$ cat src/rtl/mmio_pkg.sv
// rtl/mmio_pkg.sv - state encoding, default address map and status bit indices for mmio_bus_ctrl
package mmio_pkg;

  typedef enum logic [1:0] {IDLE, RAM_WAIT, TX_WAIT, DONE} stateT;

  localparam logic [31:0] DEF_RAM_BASE      = 32'h1001_0000;
  localparam int          DEF_RAM_BYTES     = 256;
  localparam logic [31:0] DEF_GPIO_OUT_ADDR = 32'h1001_0100;
  localparam logic [31:0] DEF_GPIO_IN_ADDR  = 32'h1001_0104;
  localparam logic [31:0] DEF_UART_TX_ADDR  = 32'h1001_0108;
  localparam logic [31:0] DEF_UART_RX_ADDR  = 32'h1001_010C;
  localparam logic [31:0] DEF_UART_ST_ADDR  = 32'h1001_0110;

  // One-hot target bit positions returned by the decoder
  localparam int TGT_RAM      = 0;
  localparam int TGT_GPIO_OUT = 1;
  localparam int TGT_GPIO_IN  = 2;
  localparam int TGT_UART_TX  = 3;
  localparam int TGT_UART_RX  = 4;
  localparam int TGT_UART_ST  = 5;
  localparam int NUM_TGT      = 6;

  localparam int ST_TX_BUSY  = 0;
  localparam int ST_RX_VALID = 1;

endpackage

$ cat src/rtl/mmio_addr_decode.sv
// rtl/mmio_addr_decode.sv - combinational region decode: one-hot target plus illegal flag
module mmio_addr_decode
  import mmio_pkg::*;
#(
  parameter int                     WORD_LENGTH   = 32,
  parameter logic [WORD_LENGTH-1:0] RAM_BASE      = DEF_RAM_BASE,
  parameter int                     RAM_BYTES     = DEF_RAM_BYTES,
  parameter logic [WORD_LENGTH-1:0] GPIO_OUT_ADDR = DEF_GPIO_OUT_ADDR,
  parameter logic [WORD_LENGTH-1:0] GPIO_IN_ADDR  = DEF_GPIO_IN_ADDR,
  parameter logic [WORD_LENGTH-1:0] UART_TX_ADDR  = DEF_UART_TX_ADDR,
  parameter logic [WORD_LENGTH-1:0] UART_RX_ADDR  = DEF_UART_RX_ADDR,
  parameter logic [WORD_LENGTH-1:0] UART_ST_ADDR  = DEF_UART_ST_ADDR
) (
  input  logic [WORD_LENGTH-1:0] addr,
  input  logic                   we,
  output logic [NUM_TGT-1:0]     target,
  output logic                   illegal
);

  logic ramHit;

  // Addresses below the base wrap to large offsets, so one compare bounds both ends
  assign ramHit = (addr - RAM_BASE) < WORD_LENGTH'(RAM_BYTES);

  always_comb begin
    target  = '0;
    illegal = 1'b0;
    if (addr[1:0] != 2'b00)          illegal = 1'b1;
    else if (ramHit)                 target[TGT_RAM] = 1'b1;
    else if (addr == GPIO_OUT_ADDR)  target[TGT_GPIO_OUT] = 1'b1;
    else if (addr == GPIO_IN_ADDR) begin
      if (we) illegal = 1'b1;
      else    target[TGT_GPIO_IN] = 1'b1;
    end else if (addr == UART_TX_ADDR) begin
      if (!we) illegal = 1'b1;
      else     target[TGT_UART_TX] = 1'b1;
    end else if (addr == UART_RX_ADDR) begin
      if (we) illegal = 1'b1;
      else    target[TGT_UART_RX] = 1'b1;
    end else if (addr == UART_ST_ADDR) begin
      if (we) illegal = 1'b1;
      else    target[TGT_UART_ST] = 1'b1;
    end else                         illegal = 1'b1;
  end

endmodule

$ cat src/rtl/mmio_bus_ctrl.sv
// rtl/mmio_bus_ctrl.sv - multicycle load/store sequencer for RAM, GPIO and UART; MMIO_TIMEOUT_EN adds a TX-wait timeout
module mmio_bus_ctrl
  import mmio_pkg::*;
#(
  parameter int                     WORD_LENGTH    = 32,
  parameter logic [WORD_LENGTH-1:0] RAM_BASE       = DEF_RAM_BASE,
  parameter int                     RAM_BYTES      = DEF_RAM_BYTES,
  parameter logic [WORD_LENGTH-1:0] GPIO_OUT_ADDR  = DEF_GPIO_OUT_ADDR,
  parameter logic [WORD_LENGTH-1:0] GPIO_IN_ADDR   = DEF_GPIO_IN_ADDR,
  parameter logic [WORD_LENGTH-1:0] UART_TX_ADDR   = DEF_UART_TX_ADDR,
  parameter logic [WORD_LENGTH-1:0] UART_RX_ADDR   = DEF_UART_RX_ADDR,
  parameter logic [WORD_LENGTH-1:0] UART_ST_ADDR   = DEF_UART_ST_ADDR
`ifdef MMIO_TIMEOUT_EN
  ,
  parameter int                     TIMEOUT_CYCLES = 1024
`endif
) (
  input  logic                   clk,
  input  logic                   reset,
  input  logic                   req_i,
  input  logic                   we_i,
  input  logic [WORD_LENGTH-1:0] addr_i,
  input  logic [WORD_LENGTH-1:0] wdata_i,
  output logic [WORD_LENGTH-1:0] rdata_o,
  output logic                   ready_o,
  output logic                   err_o,
  output logic                   ram_en_o,
  output logic                   ram_we_o,
  output logic [WORD_LENGTH-1:0] ram_addr_o,
  output logic [WORD_LENGTH-1:0] ram_wdata_o,
  input  logic [WORD_LENGTH-1:0] ram_rdata_i,
  output logic [WORD_LENGTH-1:0] gpio_out_o,
  input  logic [WORD_LENGTH-1:0] gpio_in_i,
  output logic [7:0]             uart_tx_data_o,
  output logic                   uart_tx_start_o,
  input  logic                   uart_tx_busy_i,
  input  logic [7:0]             uart_rx_data_i,
  input  logic                   uart_rx_valid_i,
  output logic                   uart_rx_clear_o
);

  stateT                  state;
  logic [NUM_TGT-1:0]     target;
  logic                   illegal;
  logic                   ramReadQ;
  logic                   errQ;
  logic [7:0]             txByteQ;
  logic [WORD_LENGTH-1:0] rdataQ;
`ifdef MMIO_TIMEOUT_EN
  localparam int CNT_W = $clog2(TIMEOUT_CYCLES);
  logic [CNT_W-1:0] waitCnt;
`endif

  mmio_addr_decode #(
    .WORD_LENGTH  (WORD_LENGTH),
    .RAM_BASE     (RAM_BASE),
    .RAM_BYTES    (RAM_BYTES),
    .GPIO_OUT_ADDR(GPIO_OUT_ADDR),
    .GPIO_IN_ADDR (GPIO_IN_ADDR),
    .UART_TX_ADDR (UART_TX_ADDR),
    .UART_RX_ADDR (UART_RX_ADDR),
    .UART_ST_ADDR (UART_ST_ADDR)
  ) uDecode (
    .addr   (addr_i),
    .we     (we_i),
    .target (target),
    .illegal(illegal)
  );

  always_ff @(posedge clk or negedge reset) begin
    if (!reset) begin
      state           <= IDLE;
      ramReadQ        <= 1'b0;
      errQ            <= 1'b0;
      txByteQ         <= '0;
      rdataQ          <= '0;
      rdata_o         <= '0;
      ready_o         <= 1'b0;
      err_o           <= 1'b0;
      ram_en_o        <= 1'b0;
      ram_we_o        <= 1'b0;
      ram_addr_o      <= '0;
      ram_wdata_o     <= '0;
      gpio_out_o      <= '0;
      uart_tx_data_o  <= '0;
      uart_tx_start_o <= 1'b0;
      uart_rx_clear_o <= 1'b0;
`ifdef MMIO_TIMEOUT_EN
      waitCnt         <= '0;
`endif
    end else begin
      ready_o         <= 1'b0;
      err_o           <= 1'b0;
      ram_en_o        <= 1'b0;
      ram_we_o        <= 1'b0;
      uart_tx_start_o <= 1'b0;
      uart_rx_clear_o <= 1'b0;
      case (state)
        IDLE: if (req_i) begin
          ramReadQ <= target[TGT_RAM] & ~we_i;
          errQ     <= illegal;
          txByteQ  <= wdata_i[7:0];
          rdataQ   <= '0;
          state    <= DONE;
`ifdef MMIO_TIMEOUT_EN
          waitCnt  <= '0;
`endif
          if (target[TGT_RAM]) begin
            ram_en_o    <= 1'b1;
            ram_we_o    <= we_i;
            ram_addr_o  <= addr_i - RAM_BASE;
            ram_wdata_o <= wdata_i;
            state       <= RAM_WAIT;
          end else if (target[TGT_GPIO_OUT]) begin
            if (we_i) gpio_out_o <= wdata_i;
            else      rdataQ     <= gpio_out_o;
          end else if (target[TGT_GPIO_IN]) begin
            rdataQ <= gpio_in_i;
          end else if (target[TGT_UART_TX]) begin
            if (uart_tx_busy_i) state <= TX_WAIT;
            else begin
              uart_tx_start_o <= 1'b1;
              uart_tx_data_o  <= wdata_i[7:0];
            end
          end else if (target[TGT_UART_RX]) begin
            rdataQ          <= WORD_LENGTH'(uart_rx_data_i);
            uart_rx_clear_o <= uart_rx_valid_i;
          end else if (target[TGT_UART_ST]) begin
            rdataQ[ST_TX_BUSY]  <= uart_tx_busy_i;
            rdataQ[ST_RX_VALID] <= uart_rx_valid_i;
          end
        end
        // RAM output becomes valid during DONE, so the capture happens there
        RAM_WAIT: state <= DONE;
        TX_WAIT: begin
          if (!uart_tx_busy_i) begin
            uart_tx_start_o <= 1'b1;
            uart_tx_data_o  <= txByteQ;
            state           <= DONE;
          end
`ifdef MMIO_TIMEOUT_EN
          else if (waitCnt == CNT_W'(TIMEOUT_CYCLES - 1)) begin
            errQ  <= 1'b1;
            state <= DONE;
          end else begin
            waitCnt <= waitCnt + CNT_W'(1);
          end
`endif
        end
        DONE: begin
          ready_o <= 1'b1;
          err_o   <= errQ;
          rdata_o <= ramReadQ ? ram_rdata_i : rdataQ;
          state   <= IDLE;
        end
        default: state <= IDLE;
      endcase
    end
  end

endmodule
$ cat config.mk
export PLATFORM = sky130hd
export DESIGN_NAME = mmio_bus_ctrl
export DESIGN_NICKNAME = d
export VERILOG_FILES = /design/src/rtl/mmio_pkg.sv /design/src/rtl/mmio_addr_decode.sv /design/src/rtl/mmio_bus_ctrl.sv
export SDC_FILE = /design/constraint.sdc
export NUM_CORES = 1
export LEC_CHECK = 0
export ABC_AREA = 1
export BUFFER_PORTS_ARGS = -buffer_cell sky130_fd_sc_hd__buf_2
export CAP_MARGIN = 20
export CELL_PAD_IN_SITES_DETAIL_PLACEMENT = 2
export CELL_PAD_IN_SITES_GLOBAL_PLACEMENT = 2
export CORE_MARGIN = 5
export CORE_UTILIZATION = 31
export DETAILED_ROUTE_END_ITERATION = 16
export GPL_TIMING_DRIVEN = 0
export PLACE_DENSITY = 0.92
export SLEW_MARGIN = 20
export SYNTH_ARGS = -nofsm -noshare
export SYNTH_HDL_FRONTEND = slang
export SYNTH_SLANG_ARGS = --single-unit
$ cat constraint.sdc
create_clock -name clk -period 4.19 [get_ports clk]
set_clock_uncertainty 0.15 [all_clocks]
set_input_delay 0.838 -clock clk [delete_from_list [all_inputs] [get_ports clk]]
set_output_delay 0.838 -clock clk [all_outputs]
set_load 0.05 [all_outputs]
==> impl_results.md <==
* Synth cell types at 37
* Clk root buf: clkbuf_16
* Largest net degree at the start of global routing at 96
* Slowest library cell on the worst path: nor3_1
* FMAX at 319 MHz
* Leak at 6.20 nW
* Worst R2R Setup Slack at 1.46 ns
* DRC at 0
* Worst R2R Start: state[0]
* Htree depth at 4
* Setup Buffers After CTS at 0
* Total track usage at 23.6%
* Synth Net Count at 1312
* Clock transition at path regs at 0.08 ns
* Synth Area in Simple Gates at 26.5%
* Wirelength per Cell at 21.0 µm
* MaxCap Viol Count at 0
* Critical path fanouts, max at 10
* Power per standard cell area at 510 nW/µm²
* VDD IR-drop max at 0.000417 V
* Register bit total from synthesis at 186
* Avg Synthesized Cell Area at 7.73 µm²
* DR pass1 iterations at 4
* Min Tclk post-route at 3.13 ns
* Syn. warnings at 0
* Num rows at 62
* Share of cells above drive strength 1 at 23.9%
* # clock sinks at 186
* Clk_lat worst skew at 0.45 ns
* Final setup margin at 1.06 ns
* TNS Setup at 0 ns
* Num ports at 284
* Die Ht at 180 µm
* Cells after Synth at 1165
* Final setup vio count at 0
* Hold slack at 0.234 ns
* Post-Synth XOR/XNOR Area at 0.292%
* Port bufs at 282
* Mapped cell area at 9010 µm²
* FF-to-FF path depth at 8
* Worst-path cell chain: buf_2 -> inv_1 -> ha_1 -> nand3_1 -> nor3_1 -> nand3_1 -> nor3_2 -> nand2_1 -> nor2_2 -> nand3_4 -> clkbuf_2 -> o21ai_0 -> inv_1
* Detailed Route WL at 39400 µm
* Post-synthesis compound-gate area fraction at 10.4%
* Dpl ws at 0.683 ns
* Unrepaired setup endpoints after global routing: false
* Die Width at 180 µm
* Clk buf depth at 2
* Cts bufs inserted at 17
* Vias per cell at 4.88
* Slew Viols, Final at 0
* DIE AREA at 32600 µm²
* R2R Path End: rdataQ[15]
* Synth-to-layout area growth at 28.3%
* Outcome: finished clean
* Post-synthesis mux area share at 0%
* Placed wire-length estimate at 30400 µm
* Fillers at 3384
* Number of global-route vias before repair at 10300
* Crit path launch type: input port
* Gpl congestion at 0.862
* Post-DRT Antenna Nets at 0
* CTS tree: built
* First-pass GRT wire length at 60400 µm
* Initial drt markers at 370
* Final Hold Vio Count at 0
* Vias at 9161
* CP Capture Type: register
* Worst slew pin tran at 0.740 ns
* Cts hold-fix bufs at 0
* Worst hold path class: input port to async pin
* Delay-heaviest family, CP: simple AND/OR/NAND/NOR gates
* WP buf/inv at 4
* Tcrit/Tclk final at 74.8%
* Critical Path RT at 4.36 ns
* Largest stage delay, worst path at 0.32 ns
* Slew HR at 50.7%
* Core Area at 28700 µm²
* Initial Util at 31.4%
* Grt total ovfl at 0
* Post-Synth Adder-Cell Area at 0.694%
* Nets at 1614
* Antenna violations before repair at 13
* Post-synthesis sequential area ratio at 51.7%
* WP data arrival at 3.30 ns
* Post-CTS sizing at 0
* Critical path type: input port to register
* Largest family of logic cells by synthesized area: simple AND/OR/NAND/NOR gates
[logic make-up after synthesis]
family          Yosys count
fa+ha+maj                 5
simple gates            568
flops                   186
xor+xnor                  3
buf+inv                 226
compound gates          177
[report_power, final]
part           leakage, nW  internal, mW  total [mW]  switching, mW
clock                0.296         0.866        1.71          0.844
sequential            2.20          2.06        2.22          0.155
combinational         3.70         0.469        1.97           1.50
[area by class of cell]
| cell class | instances | area, µm² | area share (%) |
|---|---|---|---|
| buffer | 56 | 305 | 2.64 |
| inverter | 170 | 638 | 5.52 |
| clock inverter | 14 | 150 | 1.30 |
| clock buffer | 18 | 439 | 3.80 |
| tap | 384 | 480 | 4.16 |
| antenna | 13 | 32.5 | 0.281 |
| sequential | 186 | 4650 | 40.3 |
| multi-input combinational | 753 | 3410 | 29.5 |
| timing repair buffer | 283 | 1450 | 12.5 |
[worst max-delay path by stage]
stage	start	to	slack [ns]	cells past startpoint
finish	addr_i[17]	gpio_out_o[27]	1.06	13
global route	addr_i[17]	gpio_out_o[27]	0.88	13
CTS	addr_i[1]	uart_tx_data_o[3]	1.15	13
detailed placement	addr_i[1]	uart_tx_data_o[6]	0.68	13
global placement	reset	ram_wdata_o[2]	-1.06	1
floorplan	addr_i[17]	ram_addr_o[2]	1.39	14
[flip-flops by register name (all words and copies together) (netlist names)]
name / count
errQ: 1
gpio_out_o: 32
uart_rx_clear_o: 1
ram_wdata_o: 32
rdata_o: 32
state: 2
uart_tx_start_o: 1
txByteQ: 8
err_o: 1
ram_we_o: 1
rdataQ: 32
ramReadQ: 1
ram_addr_o: 32
ready_o: 1
uart_tx_data_o: 8
ram_en_o: 1
[per-stage QoR]
step	total power, mW	instances	utilization (%)	area [µm²]
floorplan	3.57	1165	-	9010
global placement	4.12	1831	38.0	10900
detailed placement	4.24	1832	38.1	10900
CTS	5.95	1864	40.2	11500
global route	6.20	1877	40.3	11600
finish	5.90	1877	40.3	11600
[synthesized netlist by cell type, drive strengths merged]
master | n | area share (%)
a21oi | 44 | 2.5
a22oi | 2 | 0.17
a31oi | 34 | 2.4
and2 | 1 | 0.069
and3 | 1 | 0.069
buf | 22 | 1.9
clkbuf | 34 | 1.5
clkinv | 2 | 0.083
dfrtp | 186 | 52
ha | 5 | 0.69
inv | 168 | 7.0
nand2 | 323 | 14
nand3 | 82 | 4.7
nand3b | 1 | 0.083
nand4 | 6 | 0.58
nor2 | 134 | 6.0
nor3 | 17 | 1.2
nor3b | 1 | 0.083
nor4 | 1 | 0.069
o21ai | 97 | 5.4
or2 | 1 | 0.069
xnor2 | 1 | 0.097
xor2 | 2 | 0.19
[metal layers]
metal	GRT usage, %	vias to the layer above	wire length, µm
met4	10.0	2	1530
met3	4.34	78	1500
li1	-	4261	-
met1	28.0	4582	15900
met5	0	-	20
met2	41.8	238	20400
[cells in the final DEF, fill, tap and decap left out, types with 17 or more instances in the layout]
master	count
o21ai_0	84
clkbuf_1	31
inv_1	168
clkbuf_16	17
nor2_1	127
buf_2	285
dfrtp_1	186
a31oi_1	34
nand2_1	321
nand3_1	80
a21oi_1	43
(Power assumes the default switching activity.)
